<file path="src/rtl/ascon_pkg.sv">
// ascon_pkg: shared round counts, scheduler state encoding and round-constant helper.
package ascon_pkg;

    localparam int ASCON_ROUNDS_A = 12;
    localparam int ASCON_ROUNDS_B = 6;

    typedef enum logic [1:0] {ST_IDLE, ST_LOAD, ST_RUN, ST_DONE} state_t;

    typedef logic [3:0] rnd_idx_t;

    function automatic logic [7:0] rc(input rnd_idx_t i);
        return {~i, i};
    endfunction

endpackage

</file>
<file path="src/rtl/ascon_rr_arb2.sv">
// ascon_rr_arb2: two-way round-robin arbiter; on a tie the requester that did not own last wins.
module ascon_rr_arb2 (
    input  logic [1:0] req,
    input  logic       last_owner,
    output logic [1:0] win
);

    always_comb win = (req == 2'b11) ? (last_owner ? 2'b01 : 2'b10) : req;

endmodule

</file>
<file path="src/rtl/ascon_perm_scheduler.sv">
// ascon_perm_scheduler: shares one Ascon round datapath between two requesters and
// sequences load, per-cycle round constants and completion for each permutation.
module ascon_perm_scheduler
    import ascon_pkg::*;
#(
    parameter int UNROLL   = 1,
    parameter int ROUNDS_A = ASCON_ROUNDS_A,
    parameter int ROUNDS_B = ASCON_ROUNDS_B
) (
    input  logic                clk,
    input  logic                rst_n,
    input  logic [1:0]          req,
    input  logic [1:0]          req_pb,
    input  logic                flush,
    output logic [1:0]          gnt,
    output logic [1:0]          done,
    output logic                owner,
    output logic                busy,
    output logic                load_en,
    output logic                rnd_valid,
    output logic [8*UNROLL-1:0] rnd_const,
    output logic                rnd_last
);

    if (UNROLL != 1 && UNROLL != 2 && UNROLL != 3 && UNROLL != 6) begin : g_bad_unroll
        $error("ascon_perm_scheduler: UNROLL must be 1, 2, 3 or 6");
    end

    localparam rnd_idx_t STEP    = rnd_idx_t'(UNROLL);
    localparam rnd_idx_t LAST    = rnd_idx_t'(ROUNDS_A);
    localparam rnd_idx_t START_B = rnd_idx_t'(ROUNDS_A - ROUNDS_B);

    state_t   state, state_d;
    logic     owner_q, pb, last_owner;
    logic     [1:0] win;
    rnd_idx_t cnt, cnt_nxt;

    ascon_rr_arb2 u_arb (
        .req        (req),
        .last_owner (last_owner),
        .win        (win)
    );

    assign cnt_nxt = cnt + STEP;

    always_comb begin
        state_d = state;
        case (state)
            ST_IDLE: state_d = (|win) ? ST_LOAD : ST_IDLE;
            ST_LOAD: state_d = ST_RUN;
            ST_RUN:  state_d = (cnt_nxt == LAST) ? ST_DONE : ST_RUN;
            ST_DONE: state_d = ST_IDLE;
            default: state_d = ST_IDLE;
        endcase
        if (flush) state_d = ST_IDLE;
    end

    always_ff @(posedge clk or negedge rst_n) begin
        if (!rst_n) begin
            state      <= ST_IDLE;
            owner_q    <= 1'b0;
            pb         <= 1'b0;
            cnt        <= '0;
            last_owner <= 1'b1;
        end else begin
            state <= state_d;
            if (state == ST_IDLE && state_d == ST_LOAD) begin
                owner_q <= win[1];
                pb      <= req_pb[win[1]];
            end
            // p^b runs the tail of the p^a schedule, so it starts mid-table
            if (state == ST_LOAD) cnt <= pb ? START_B : '0;
            else if (state == ST_RUN) cnt <= cnt_nxt;
            if (state == ST_DONE && !flush) last_owner <= owner_q;
        end
    end

    assign busy      = (state != ST_IDLE);
    assign load_en   = (state == ST_LOAD);
    assign rnd_valid = (state == ST_RUN);
    assign rnd_last  = rnd_valid && (cnt_nxt == LAST);
    assign owner     = owner_q;
    assign gnt       = load_en ? {owner_q, ~owner_q} : 2'b00;
    assign done      = (state == ST_DONE && !flush) ? {owner_q, ~owner_q} : 2'b00;

    for (genvar k = 0; k < UNROLL; k++) begin : g_lane
        assign rnd_const[8*k +: 8] = rnd_valid ? rc(cnt + rnd_idx_t'(k)) : 8'h00;
    end

endmodule
</file>
<file path="config.mk">
export PLATFORM = sky130hd
export DESIGN_NAME = ascon_perm_scheduler
export DESIGN_NICKNAME = d
export VERILOG_FILES = /design/src/rtl/ascon_pkg.sv /design/src/rtl/ascon_rr_arb2.sv /design/src/rtl/ascon_perm_scheduler.sv
export SDC_FILE = /design/constraint.sdc
export NUM_CORES = 1
export LEC_CHECK = 0
export CAP_MARGIN = 0
export CORE_MARGIN = 3
export CORE_UTILIZATION = 37
export CTS_CLUSTER_SIZE = 10
export DETAILED_ROUTE_END_ITERATION = 16
export PLACE_DENSITY = 0.73
export SYNTH_ARGS = -nofsm -noshare
export SYNTH_HDL_FRONTEND = slang
export SYNTH_SLANG_ARGS = --single-unit
</file>
<file path="constraint.sdc">
create_clock -name clk -period 1.71 [get_ports clk]
set_input_delay 0.171 -clock clk [delete_from_list [all_inputs] [get_ports clk]]
set_output_delay 0.171 -clock clk [all_outputs]
set_load 0.03 [all_outputs]
</file>
==> impl_metrics.tcl <==
set metrics [dict create \
    yosysWarnings 0 \
    root_buffer "clkbuf_4" \
    core-area_sq_mm 0.00140 \
    status "finished, final reports clean" \
    post-place-ws_ns 0.0130 \
    cts_tree "built" \
    synth-seq-cells 9 \
    critPathCaptureType "register" \
    crit_required_ns 1.86 \
    maxCapViolations 0 \
    cts_hold_buf 0 \
    timing.final.crit_share_pct 97.6 \
    die_w_um 45.9 \
    hold_viol 0 \
    synth-seq-area-share_pct 38.5 \
    clock_sinks 9 \
    place_hpwl_mm 1.03 \
    syn2layout_area_growth_pct 64.9 \
    synth_cell_types 25 \
    wl_per_cell_um 12.6 \
    syn-cell-area_sq_um 588 \
    worst_pin_slew_ns 0.418 \
    htreeDepth 1 \
    placementRows 13 \
    skew_ns 0.00194 \
    grt_pass1_vias 485 \
    mostFrequentLayoutCells "buf_4, clkdlybuf4s50_1, dfrtp_1" \
    cts.clk_slew.worst_paths_ns 0.06 \
    ir_drop_v 0.000845 \
    leakagePower_nw 0.475 \
    min_path_type "in2async" \
    viasPerCell 4.84 \
    antenna_found_initial 0 \
    final_area_sq_um 970 \
    avgSynthCellArea_sq_um 9.48 \
    postSynthCellCount 62 \
    drt_iter0_markers 2 \
    syn_nets 75 \
    insertion_delay_ns 0.26 \
    place_congestion 0.756 \
    drt_wl_total_mm 1.47 \
    nets 115 \
    drive_gt1_share_pct 39.6 \
    slew-limit-headroom_pct 72.0 \
    grt_overflow 0 \
    die_y_um 45.9 \
    numCtsBuffers 3 \
    critPathLaunchType "register" \
    grtUsageTotal_pct 14.6 \
    firstDrtPassIters 2 \
    dpl_cell_area_sq_um 847 \
    p_per_area_mw_per_mm2 1520 \
    io_pins 24 \
    worst-setup-path-type "reg2reg" \
    setup_ws_ns 0.0417 \
    cp.arrival_ns 1.82 \
    drc_errors 0 \
    slew_viol_final 0 \
    via_count 561 \
    fmax_mhz 599 \
    clockBufferDepth 2 \
    io_buffers 23 \
    fin_setup_tns_ns 0 \
    initial_core_util_pct 42.0 \
    period_minus_slack_ns 1.67 \
    ant_nets 0 \
    setup_viol 0 \
    rsz0062_at_grt "yes" \
    grt_max_degree 10 \
    worstPathMaxFanout 3 \
    mostFrequentLayoutCell "buf_4" \
    num_antenna_cells 0 \
    die_area_sq_mm 0.00210 \
    grt_pass1_wl_mm 2.14 \
]
metal layers:
layer	track usage [%]	wire length [um]	up-vias
met5	0	0	-
met4	3.41	0	0
met3	7.11	87	0
met2	22.3	756	14
met1	18.4	621	260
li1	-	-	287
logic make-up (layout without fill, tap and decap cells):
kind of cell             after synthesis  after routing  share of synthesized area (%)
AND/OR/NAND/NOR                       25             25                           23.6
AO/OA/AOI/OAI                         12             12                           13.0
multiplexers                           3              3                           5.96
flip-flops                             9              9                           38.5
adder cells (fa/ha/maj)                6              6                           12.8
buffers and inverters                  5             44                           3.19
XOR/XNOR                               2              2                           2.98
worst max-delay path, stage by stage (launching register included):
cell	delay [ns]
dfrtp_1	0.39
inv_2	0.10
ha_4	0.21
or4_4	0.55
mux2_4	0.31
power breakdown:
part           internal (mW)  total (mW)  switching (mW)
clock network         0.0900       0.165          0.0754
registers              0.320       0.447           0.127
logic                  0.426       0.865           0.439
timing repair:
action | CTS | global route
setup endpoints to repair | 4 | 2
setup buffers | 1 | 6
resized for setup | 4 | 11
pin swaps | 1 | 3
through the flow:
stage / total power, mW / util [%] / hold WS, ns / instances
2_1_floorplan: 0.922 / - / -0.125 / 62
3_3_place_gp: 1.18 / 60.6 / 0.484 / 105
3_5_place_dp: 1.19 / 60.6 / 0.479 / 105
4_1_cts: 1.35 / 62.8 / 0.212 / 110
5_1_grt: 1.61 / 69.3 / 0.211 / 116
6_report: 1.48 / 69.3 / 0.209 / 116
synthesized netlist by cell type, drive strengths merged:
master  instances  area [sq um]
dfrtp           8           200
o31ai           1          7.51
mux2            1          15.0
nand2           3          11.3
mux2i           2          20.0
a21oi           1          5.00
a21boi          1          7.51
or4             1          11.3
dfstp           1          26.3
nor2b           5          31.3
o21ai           4          20.0
a22o            1          8.76
nand3           1          5.00
nor3            1          5.00
a31oi           2          12.5
xnor2           1          8.76
ha              6          75.1
nor2            5          18.8
and2            5          31.3
a21o            1          7.51
nand2b          4          25.0
inv             5          18.8
o21a            1          7.51
xor2            1          8.76
final timing paths:
kind                          start    endpoint  depth (start not counted)  slack, ns
max                        state[0]       owner                          4       0.04
min                           rst_n       owner                          1       0.21
max reg2reg                state[0]       owner                          4       0.04
min reg2reg                      pb          pb                          2       0.49
max in group asynchronous     rst_n  last_owner                          1       1.18
min in group clk                 pb          pb                          2       0.49
state kept, by name, indices dropped and copies added, names as in the netlist:
register	cells
cnt	4
state	2
last_owner	1
owner	1
pb	1
area by class of cell:
| cell class | instances | area (sq um) |
|---|---|---|
| inverter | 5 | 18.8 |
| multi-input combinational | 48 | 385 |
| fill | 127 | 429 |
| timing repair buffer | 35 | 292 |
| clock buffer | 4 | 26.3 |
| sequential | 9 | 229 |
| tap | 15 | 18.8 |
(Power assumes the default switching activity.)
